**src/rtl/teclado_captura_if.sv**
```systemverilog
// Keypad-side and processor-side signals of the keypad reader.
// master = the reader itself; slave = keypad/processor/display side.
interface teclado_captura_if;
  logic [3:0] Filas;
  logic [3:0] Columnas;
  logic [7:0] N;
  logic       Start;
  logic [7:0] Entrada;
  logic       Error;

  modport master (
    input  Filas,
    output Columnas,
    output N,
    output Start,
    output Entrada,
    output Error
  );

  modport slave (
    output Filas,
    input  Columnas,
    input  N,
    input  Start,
    input  Entrada,
    input  Error
  );
endinterface

```
**src/rtl/teclado_captura.sv**
```systemverilog
// 4x4 matrix keypad reader: column scan, frame debounce and decimal operand entry.
// state     | meaning
// SOLTAR    | waiting for DEB_FRAMES empty frames before a new press may count
// LIBRE     | keypad released, waiting for a single-key frame
// CANDIDATA | one key seen, counting identical single-key frames
module teclado_captura #(
  parameter int SCAN_DIV   = 50000,
  parameter int DEB_FRAMES = 4
) (
  input  logic Clk,
  input  logic Rst,
  teclado_captura_if.master bus
);

  localparam int DW = (SCAN_DIV > 1) ? $clog2(SCAN_DIV) : 1;
  localparam int CW = $clog2(DEB_FRAMES + 1);
  localparam logic [DW-1:0] DWELL_LOAD = DW'(SCAN_DIV - 1);
  localparam logic [CW-1:0] DEB_TC     = CW'(DEB_FRAMES);

  localparam logic [1:0] SOLTAR    = 2'd0;
  localparam logic [1:0] LIBRE     = 2'd1;
  localparam logic [1:0] CANDIDATA = 2'd2;

  localparam logic [3:0] KEY_STAR = 4'd12;
  localparam logic [3:0] KEY_HASH = 4'd14;

  // scan
  logic [3:0]    filas_s1;
  logic [3:0]    filas_s2;
  logic [1:0]    col;
  logic [DW-1:0] dwell;
  logic [15:0]   snap;
  logic [15:0]   frame;
  logic          dwell_last;
  logic          frame_done;

  // classification
  logic [4:0]    n_set;
  logic [3:0]    key_idx;
  logic          is_empty;
  logic          is_single;
  logic          is_multi;

  // debounce
  logic [1:0]    state;
  logic [CW-1:0] rel_cnt;
  logic [CW-1:0] cand_cnt;
  logic [CW-1:0] rel_inc;
  logic [CW-1:0] cand_inc;
  logic [3:0]    cand_key;
  logic          acc_valid;
  logic [3:0]    acc_key;

  // entry
  logic [7:0]    entrada;
  logic [7:0]    n_reg;
  logic          start;
  logic          error;
  logic          is_digit;
  logic [3:0]    digit;
  logic [11:0]   t_val;

  assign dwell_last = (dwell == '0);
  assign frame_done = dwell_last && (col == 2'd3);

  // The column being sampled this cycle is merged in so the last column of a
  // frame is classified on the same edge that stores it.
  always_comb begin
    frame = snap;
    if (dwell_last) begin
      for (int r = 0; r < 4; r++) begin
        frame[{2'(r), col}] = ~filas_s2[r];
      end
    end
  end

  always_ff @(posedge Clk) begin
    if (Rst) begin
      filas_s1 <= 4'hF;
      filas_s2 <= 4'hF;
      col      <= 2'd0;
      dwell    <= DWELL_LOAD;
      snap     <= '0;
    end else begin
      filas_s1 <= bus.Filas;
      filas_s2 <= filas_s1;
      if (dwell_last) begin
        dwell <= DWELL_LOAD;
        col   <= col + 2'd1;
        snap  <= frame;
      end else begin
        dwell <= dwell - DW'(1);
      end
    end
  end

  always_comb begin
    n_set   = '0;
    key_idx = '0;
    for (int i = 0; i < 16; i++) begin
      if (frame[i]) begin
        n_set   = n_set + 5'd1;
        key_idx = 4'(i);
      end
    end
  end

  assign is_empty  = (n_set == 5'd0);
  assign is_single = (n_set == 5'd1);
  assign is_multi  = (n_set > 5'd1);

  assign rel_inc  = (rel_cnt  < DEB_TC) ? rel_cnt  + CW'(1) : rel_cnt;
  assign cand_inc = (cand_cnt < DEB_TC) ? cand_cnt + CW'(1) : cand_cnt;

  always_ff @(posedge Clk) begin
    if (Rst) begin
      state     <= SOLTAR;
      rel_cnt   <= '0;
      cand_cnt  <= '0;
      cand_key  <= '0;
      acc_valid <= 1'b0;
      acc_key   <= '0;
    end else begin
      acc_valid <= 1'b0;
      if (frame_done) begin
        case (state)
          SOLTAR: begin
            if (is_empty) begin
              if (rel_inc >= DEB_TC) begin
                state   <= LIBRE;
                rel_cnt <= '0;
              end else begin
                rel_cnt <= rel_inc;
              end
            end else begin
              rel_cnt <= '0;
            end
          end
          LIBRE: begin
            if (is_single) begin
              cand_key <= key_idx;
              if (CW'(1) >= DEB_TC) begin
                acc_valid <= 1'b1;
                acc_key   <= key_idx;
                cand_cnt  <= '0;
                state     <= SOLTAR;
              end else begin
                cand_cnt <= CW'(1);
                state    <= CANDIDATA;
              end
            end
          end
          CANDIDATA: begin
            if (is_single && key_idx == cand_key) begin
              if (cand_inc >= DEB_TC) begin
                acc_valid <= 1'b1;
                acc_key   <= cand_key;
                cand_cnt  <= '0;
                rel_cnt   <= '0;
                state     <= SOLTAR;
              end else begin
                cand_cnt <= cand_inc;
              end
            end else if (is_single) begin
              cand_key <= key_idx;
              cand_cnt <= CW'(1);
            end else if (is_multi) begin
              cand_cnt <= '0;
              rel_cnt  <= '0;
              state    <= SOLTAR;
            end else begin
              cand_cnt <= '0;
              state    <= LIBRE;
            end
          end
          default: begin
            rel_cnt  <= '0;
            cand_cnt <= '0;
            state    <= SOLTAR;
          end
        endcase
      end
    end
  end

  // Key index r*4+c -> decimal digit; letters, '*' and '#' are not digits.
  always_comb begin
    is_digit = 1'b1;
    digit    = 4'd0;
    case (acc_key)
      4'd0:    digit = 4'd1;
      4'd1:    digit = 4'd2;
      4'd2:    digit = 4'd3;
      4'd4:    digit = 4'd4;
      4'd5:    digit = 4'd5;
      4'd6:    digit = 4'd6;
      4'd8:    digit = 4'd7;
      4'd9:    digit = 4'd8;
      4'd10:   digit = 4'd9;
      4'd13:   digit = 4'd0;
      default: is_digit = 1'b0;
    endcase
  end

  assign t_val = {4'b0, entrada} * 12'd10 + {8'b0, digit};

  always_ff @(posedge Clk) begin
    if (Rst) begin
      entrada <= '0;
      n_reg   <= '0;
      start   <= 1'b0;
      error   <= 1'b0;
    end else begin
      start <= 1'b0;
      if (acc_valid) begin
        if (is_digit) begin
          if (t_val <= 12'd255) begin
            entrada <= t_val[7:0];
          end else begin
            error <= 1'b1;
          end
        end else if (acc_key == KEY_STAR) begin
          entrada <= '0;
          error   <= 1'b0;
        end else if (acc_key == KEY_HASH && !error) begin
          n_reg   <= entrada;
          start   <= 1'b1;
          entrada <= '0;
        end
      end
    end
  end

  assign bus.Columnas = ~(4'b0001 << col);
  assign bus.N        = n_reg;
  assign bus.Start    = start;
  assign bus.Entrada  = entrada;
  assign bus.Error    = error;

endmodule
```
**src/flat_wrapper.sv**
```systemverilog
// flat-port wrapper written by rule: the top's interface ports become plain ports
module teclado_captura_flat 
#(
  parameter int SCAN_DIV   = 50000,
  parameter int DEB_FRAMES = 4
)
  (Clk, Rst, bus_Filas, bus_Columnas, bus_N, bus_Start, bus_Entrada, bus_Error);
  teclado_captura_if bus_i ();
  input  logic Clk;
  input  logic Rst;
  input wire logic [$bits(bus_i.Filas)-1:0] bus_Filas;
  output wire logic [$bits(bus_i.Columnas)-1:0] bus_Columnas;
  output wire logic [$bits(bus_i.N)-1:0] bus_N;
  output wire logic [$bits(bus_i.Start)-1:0] bus_Start;
  output wire logic [$bits(bus_i.Entrada)-1:0] bus_Entrada;
  output wire logic [$bits(bus_i.Error)-1:0] bus_Error;
  assign bus_i.Filas = bus_Filas;
  assign bus_Columnas = bus_i.Columnas;
  assign bus_N = bus_i.N;
  assign bus_Start = bus_i.Start;
  assign bus_Entrada = bus_i.Entrada;
  assign bus_Error = bus_i.Error;
  teclado_captura #(.SCAN_DIV(SCAN_DIV), .DEB_FRAMES(DEB_FRAMES)) u_core (.Clk(Clk), .Rst(Rst), .bus(bus_i));
endmodule
```
**config.mk**
```make
export PLATFORM = sky130hd
export DESIGN_NAME = teclado_captura_flat
export DESIGN_NICKNAME = d
export VERILOG_FILES = /design/src/rtl/teclado_captura_if.sv /design/src/rtl/teclado_captura.sv /design/src/flat_wrapper.sv
export SDC_FILE = /design/constraint.sdc
export NUM_CORES = 1
export LEC_CHECK = 0
export ABC_CLOCK_PERIOD_IN_PS = 10500
export CORE_MARGIN = 3
export CORE_UTILIZATION = 43
export CTS_CLUSTER_SIZE = 40
export DETAILED_ROUTE_END_ITERATION = 6
export PLACE_DENSITY = 0.71
export SLEW_MARGIN = 10
export SYNTH_ARGS = -nofsm -noshare
export SYNTH_HDL_FRONTEND = slang
export SYNTH_SLANG_ARGS = --single-unit
```
**constraint.sdc**
```tcl
create_clock -name Clk -period 10.5 [get_ports Clk]
set_input_delay 2.625 -clock Clk [delete_from_list [all_inputs] [get_ports Clk]]
set_output_delay 2.625 -clock Clk [all_outputs]
set_load 0.02 [all_outputs]
```
# Word level (Yosys, flattened, before mapping)
# Index checks and enable logic that the tools add are counted.
[word_totals]
register_bits = 77
output_inout_bits = 22
wordCells = 196
[op_classes]
addsub = 20
n_mul = 1
order_cmp = 14
n_eq_ne = 25
shifts = 1
mux = 80
bitwise = 13
n_reduce_logical = 27
[op_table]
columns = ["cell", "count"]
rows = [
  ["2-to-1 mux 5 bit", 15],
  ["adder 5 x 1 -> 5 bit, second input constant", 14],
  ["bitwise mux 16 bit", 4],
  ["2-to-1 mux 3 bit", 15],
  ["2-to-1 mux 4 bit", 10],
  ["case mux 4 bit (9 select lines)", 1],
  ["2-to-1 mux 8 bit", 4],
  ["equality test 4 bit, second input constant", 6],
  ["case mux 3 bit (3 select lines)", 2],
  ["logical NOT 16 bit", 1],
  ["2-to-1 mux 16 bit", 1],
  ["2-to-1 mux 2 bit", 8],
  ["subtractor 16 x 1 -> 16 bit, second input constant", 1],
  ["2-to-1 mux 1 bit", 14],
  ["adder 12 x 4 -> 12 bit", 1],
  ["equality test 4 x 3 -> 1 bit, second input constant", 3],
  ["<= comparator 12 x 8 -> 1 bit, second input constant", 1],
  ["inverter 1 bit", 12],
  ["AND reduction 3 bit", 4],
  ["multiplier 8 x 3 -> 11 bit, second input constant", 1],
  ["less-than comparator 4 x 5 -> 1 bit, second input constant", 2],
  ["OR reduction 10 bit", 1],
  ["demux 1 bit (select 2 bit)", 4],
  ["greater-or-equal comparator 4 x 1 -> 1 bit, second input constant", 2],
  ["36 further kinds", 54],
]

# Longest topological paths before layout
[depth]
depth_word = 45
mapped_depth = 55
mapped_depth_nobuf = 55

# Least setup slack after synthesis
# No wires, ideal clock.
[synth_path]
path_kind = "register -> register"
startpoint = "reg u_core.col[0]"
endpoint = "reg u_core.state[0]"
setup_time_ps = 72
t_arrival_ps = 10350
path_slack_ps = 78
stages_incl_launch_ff = 54
path_cell_list = "dfxtp_1 -> inv_1 -> ha_1 -> clkbuf_1 -> or4bb_1 -> nor4_4 -> mux2_4 -> ha_1 -> inv_1 -> xnor2_1 -> inv_1 -> ha_1 -> inv_1 -> nand2_1 -> nor2_1 -> a2111oi_1 -> a21o_1 -> ha_1 -> [18 not listed] -> ha_1 -> xor2_1 -> a21oi_1 -> o21ai_0 -> nand2b_1 -> a31o_2 -> o31ai_2 -> mux2i_1 -> ha_1 -> nand2_1 -> o211ai_1 -> ha_1 -> xnor3_1 -> o32a_1 -> o21ai_0 -> and4_1 -> o31ai_1 -> mux2i_1"
[synth_between]
elab_chain_cells = 45
word_cells_on_any_way = 87
cone_classes = "add/sub: 15; order compare: 9; eq/ne: 7; mux: 48; reduce/logical: 8"
[synth_lines]
columns = ["item", "line", "text"]
rows = [
  ["start, declared", "teclado_captura.sv:30", "logic [1:0] col;"],
  ["start signal, assigned", "teclado_captura.sv:89", "col <= col + 2'd1;"],
  ["less-than comparator 2 x 5 -> 1 bit (not written as such) or greater-or-equal comparator 2 x 1 -> 1 bit (tied branches)", "teclado_captura.sv:72", "frame[{2'(r), col}] = ~filas_s2[r];"],
  ["logical AND 1 bit (not written as such)", "teclado_captura.sv:72", ""],
  ["2-to-1 mux 1 bit (not written as such)", "teclado_captura.sv:72", ""],
  ["demux 1 bit (select 2 bit)", "-", ""],
  ["bitwise mux 16 bit (4 in series)", "teclado_captura.sv:72", ""],
  ["2-to-1 mux 16 bit", "teclado_captura.sv:70", "if (dwell_last) begin"],
  ["2-to-1 mux 1 bit", "teclado_captura.sv:101", "if (frame[i]) begin"],
  ["adder 1 x 1 -> 2 bit", "teclado_captura.sv:102", "n_set = n_set + 5'd1;"],
  ["[26 not listed]", "-", ""],
  ["2-to-1 mux 5 bit", "teclado_captura.sv:101", ""],
  ["adder 5 x 1 -> 5 bit", "teclado_captura.sv:102", ""],
  ["2-to-1 mux 5 bit", "teclado_captura.sv:101", ""],
  ["greater-than comparator 5 x 1 -> 1 bit", "teclado_captura.sv:110", "assign is_multi = (n_set > 5'd1);"],
  ["2-to-1 mux 1 bit", "teclado_captura.sv:167", "end else if (is_multi) begin"],
  ["2-to-1 mux 2 bit", "teclado_captura.sv:164", "end else if (is_single) begin"],
  ["2-to-1 mux 2 bit", "teclado_captura.sv:154", "if (is_single && key_idx == cand_key) begin"],
  ["case mux 2 bit (3 select lines)", "teclado_captura.sv:126", "case (state)"],
  ["end signal, assigned", "teclado_captura.sv:130", "state <= LIBRE;"],
  ["end signal, assigned", "teclado_captura.sv:160", "state <= SOLTAR;"],
  ["end signal, assigned", "teclado_captura.sv:170", "state <= SOLTAR;"],
  ["end, declared", "teclado_captura.sv:45", "logic [1:0] state;"],
]
# Several ways; a longest one is shown, not always the timed one. The select of a mux whose other input is x is not followed.
# A chain may end at the register's enable or synchronous reset.

# Worst setup path after layout
[layout_path]
startpoint = "reg u_core.col[0]"
endpoint = "reg u_core.cand_key[0]"
[layout_between]
elab_chain_cells = 44
word_cells_on_any_way = 81
cone_classes = "add/sub: 15; order compare: 8; eq/ne: 4; mux: 47; reduce/logical: 7"
[layout_lines]
columns = ["item", "line", "text"]
rows = [
  ["less-than comparator 2 x 5 -> 1 bit (not written as such) or greater-or-equal comparator 2 x 1 -> 1 bit (tied branches)", "teclado_captura.sv:72", ""],
  ["logical AND 1 bit (not written as such)", "teclado_captura.sv:72", ""],
  ["2-to-1 mux 1 bit (not written as such)", "teclado_captura.sv:72", ""],
  ["demux 1 bit (select 2 bit)", "-", ""],
  ["bitwise mux 16 bit (4 in series)", "teclado_captura.sv:72", ""],
  ["2-to-1 mux 16 bit", "teclado_captura.sv:70", ""],
  ["2-to-1 mux 1 bit", "teclado_captura.sv:101", ""],
  ["adder 1 x 1 -> 2 bit", "teclado_captura.sv:102", ""],
  ["[25 not listed]", "-", ""],
  ["adder 5 x 1 -> 5 bit", "teclado_captura.sv:102", ""],
  ["2-to-1 mux 5 bit", "teclado_captura.sv:101", ""],
  ["adder 5 x 1 -> 5 bit", "teclado_captura.sv:102", ""],
  ["2-to-1 mux 5 bit", "teclado_captura.sv:101", ""],
  ["equality test 5 x 1 -> 1 bit", "teclado_captura.sv:109", "assign is_single = (n_set == 5'd1);"],
  ["2-to-1 mux 4 bit or logical AND 1 bit (tied branches)", "teclado_captura.sv:140, teclado_captura.sv:164, teclado_captura.sv:154", ""],
  ["2-to-1 mux 4 bit or != test 2 bit (tied branches)", "-", ""],
  ["case mux 4 bit (2 select lines) or AND reduction 3 bit (tied branches)", "-", ""],
  ["end signal, assigned", "teclado_captura.sv:141", "cand_key <= key_idx;"],
  ["end signal, assigned", "teclado_captura.sv:165", "cand_key <= key_idx;"],
  ["end, declared", "teclado_captura.sv:50", "logic [3:0] cand_key;"],
]
# Several ways; a longest one is shown, not always the timed one. The select of a mux whose other input is x is not followed.

==> results by group <==
Status
  – Status: completed

Pwr
  – Pwr/cell area: around 80 nW/um2
  – Leakage: around 3.1 nW
  – Overall Power: ~0.00065 W
  – Peak supply drop: 0.00009312 V

Timing
  – Slew @ Worst Pin: around 0.95 ns
  – Worst slew margin: between 30% and 40%
  – Hold Fails Final Rpt: 0
  – Max Clock Freq: between 0.09 and 0.1 GHz
  – Final Cycle Share: 95.45%
  – Fin. max-slew vios: 0
  – Final WS setup: about 0.48 ns
  – Min Tclk post-route: about 10 ns
  – Setup_tns: 0 ns
  – Endpoints failing setup: 0
  – Worst Skew: around 0.015 ns

Floorplan
  – Std-Cell Rows: 45
  – Initial Util: 44.16%
  – I/O pins: 28
  – Die area: 17210 um2
  – Die H: approximately 130 um
  – Chip width: between 100 and 150 um
  – Core area: 15260 um2

GRT
  – GRT Residual Overflow: 0
  – Total track usage: ~18%
  – First-pass GRT wire length: ~27000 um
  – Largest net degree at the start of global routing: 62
  – Antenna violations before repair: 0
  – Vias in the first global route: between 5000 and 6000

CTS
  – Root Buffer: clkbuf_16
  – Hold buffers post-CTS: 0
  – CTS Sinks: just under 80
  – CTS tree: yes
  – Htree depth: 3
  – Longest Clk Path Bufs: 2
  – Worst-skew pair later-pin latency: about 0.34 ns
  – CTS clk-pin slew, worst paths: 0.06 ns
  – CTS Buf Count: 9

Setup path
  – Startpoint Class: flip-flop
  – Crit path capture type: flip-flop
  – Crit path max fanout: 6
  – CP Data Arrival Time: 10.22 ns
  – Largest stage delay, worst path: between 0.5 and 0.6 ns
  – Crit path top cell by count: ha_1
  – CP Data Required Time: around 11 ns
  – Kind of critical path: reg -> reg
  – Slowest CP cell: or4bb_4

Yosys
  – Largest family of logic cells by synthesized area: simple AND/OR/NAND/NOR gates
  – Warnings from Yosys: 0
  – Synth Area in Compound Gates: around a fifth
  – Adder-cell share of the synthesized area: 8.357%
  – Distinct cells, synth: 94
  – Syn Nets: between 800 and 900
  – Mapped Cells: 825
  – Number of synthesized flops with an enable pin: 0
  – Register bit total from synthesis: between 70 and 80
  – Register area share after synthesis: between 20% and 30%
  – Mapped Avg Cell Area: roughly 8.2 um2
  – Asr flop ratio synth: 0%
  – Simple-Gate Fraction of Synth Area: 26.63%
  – Mapped Area: around 6700 um2
  – Post-synthesis mux area share: around 5.5%
  – Ys flop type: dfxtp_1
  – Post-Synth XOR/XNOR Area: 12.87%

Hold path
  – Hold WC Path Type: reg -> reg

Finish
  – NumNets Final: just over 900
  – Layout area overhead: 19.54%
  – ANT cells: 0
  – Most common cell after layout, fill and taps aside: nor2_1
  – Commonest non-fill, non-tap cells in the layout: nor2_1 (87), nand2_1 (77), dfxtp_1 (75)
  – Fill count: about 1400
  – Layout cells sized above 1: between 10% and 20%

Routing
  – ANT nets after route: 0
  – Vias post-DR: around 6100
  – Final wirelength: 16250 um
  – Drt drc: 0
  – DRC marker count from the first detailed-route iteration: roughly 400
  – Avg WL per Cell: 14.88 um
  – Vias/cell: around 5.6
  – First-pass DRT Iterations: 6

Placed design
  – GP Congestion: between 0.8 and 0.9
  – Worst slack, placed: -0.2454 ns
  – HPWL Detailed: around 12000 um
  – Port Buffers: 27

Job
  – MaxCap Viol Count: 0
-- critical path, delay by kind of cell (launching register included) --
family	cells	cell delay [ns]
adders and majority gates	8	2.10
muxes	4	0.82
and+or+nand+nor	16	3.01
xor gates and xnor gates	4	0.65
buffers and inverters	7	0.75
DFF	1	0.34
AOI/OAI and AO/OA	12	2.19
-- synth_stat cells, types with 9 or more instances --
cell type,n,share of area [%]
xor2_1,23,3.0
ha_1,41,7.6
or2_2,11,1.0
o31ai_1,9,1.0
a21o_1,10,1.1
a21oi_1,46,3.4
xnor2_1,38,4.9
nand4_1,11,1.0
nor3_1,18,1.3
nand2b_1,22,2.0
dfxtp_1,77,23
nor2_1,90,5.0
nor4_1,11,1.0
nand3_1,34,2.5
nand2_1,77,4.3
inv_1,33,1.8
clkbuf_1,23,1.3
o21ai_0,32,2.4
mux2i_1,30,4.5
-- stage by stage --
stage          hold slack [ns]  cells  utilization (%)  instance area, um2
6_report                0.4158   1092            52.78                8054
3_3_place_gp            0.3928   1063            48.29                7368
4_1_cts                 0.4148   1081            50.76                7745
2_1_floorplan           0.3845    825                -                6738
5_1_grt                 0.4344   1092            52.78                8054
3_5_place_dp            0.3983   1063            48.29                7368
-- cells by family after synthesis --
group                      after synthesis
buffers and inverters                   68
xor gates and xnor gates                76
and+or+nand+nor                        338
DFF                                     77
adders and majority gates               44
AOI/OAI and AO/OA                      186
muxes                                   36
-- where the power goes --
group / internal, W / total [W] / switching (W)
logic: 0.00000506 / 0.0000141 / 0.00000904
registers: 0.000294 / 0.000297 / 0.00000260
clock network: 0.000214 / 0.000341 / 0.000127
-- metal layers --
metal	wire [um]	vias to the layer above	GRT usage, %	share of wire (%)
met5	0	-	0	0
met4	288	0	4.609	1.8
met3	641	22	2.757	3.9
met1	8005	2825	25.43	49
li1	-	3096	-	-
met2	7310	155	28.97	45
-- registers in the layout, indices dropped and copies added, names as in the netlist --
signal              cells
u_core.col              2
u_core.snap            16
u_core.rel_cnt          3
u_core.acc_key          4
u_core.bus.Entrada      8
u_core.state            2
u_core.filas_s2         4
u_core.bus.Start        1
u_core.bus.Error        1
u_core.filas_s1         4
u_core.dwell           16
u_core.bus.N            8
u_core.cand_key         4
u_core.acc_valid        1
u_core.cand_cnt         3
-- repair_timing --
action	in CTS	in global routing
gates resized for setup	9	49
buffers inserted	3	11
pin swaps	3	21
endpoints found under the setup margin	17	17
-- final cells by class --
cell class	count	area [um2]	area share [%]
clock inverter	5	85.08	1.056
clock buffer	10	239.0	2.967
multi-input combinational	680	5176	64.27
timing repair buffer	73	610.6	7.581
inverter	36	135.1	1.678
sequential	77	1544	19.17
tap	211	264.0	3.278
-- final timing paths --
| path | startpoint | end | slack (ns) | cells past startpoint |
|---|---|---|---|---|
| hold / removal | u_core.filas_s1[0] | u_core.filas_s2[0] | 0.42 | 1 |
| hold reg to reg | u_core.filas_s1[0] | u_core.filas_s2[0] | 0.42 | 1 |
| setup reg to reg | u_core.col[0] | u_core.cand_key[0] | 0.48 | 51 |
| setup / recovery | u_core.col[0] | u_core.cand_key[0] | 0.48 | 51 |
No activity file was read; power rests on OpenSTA's default activity.
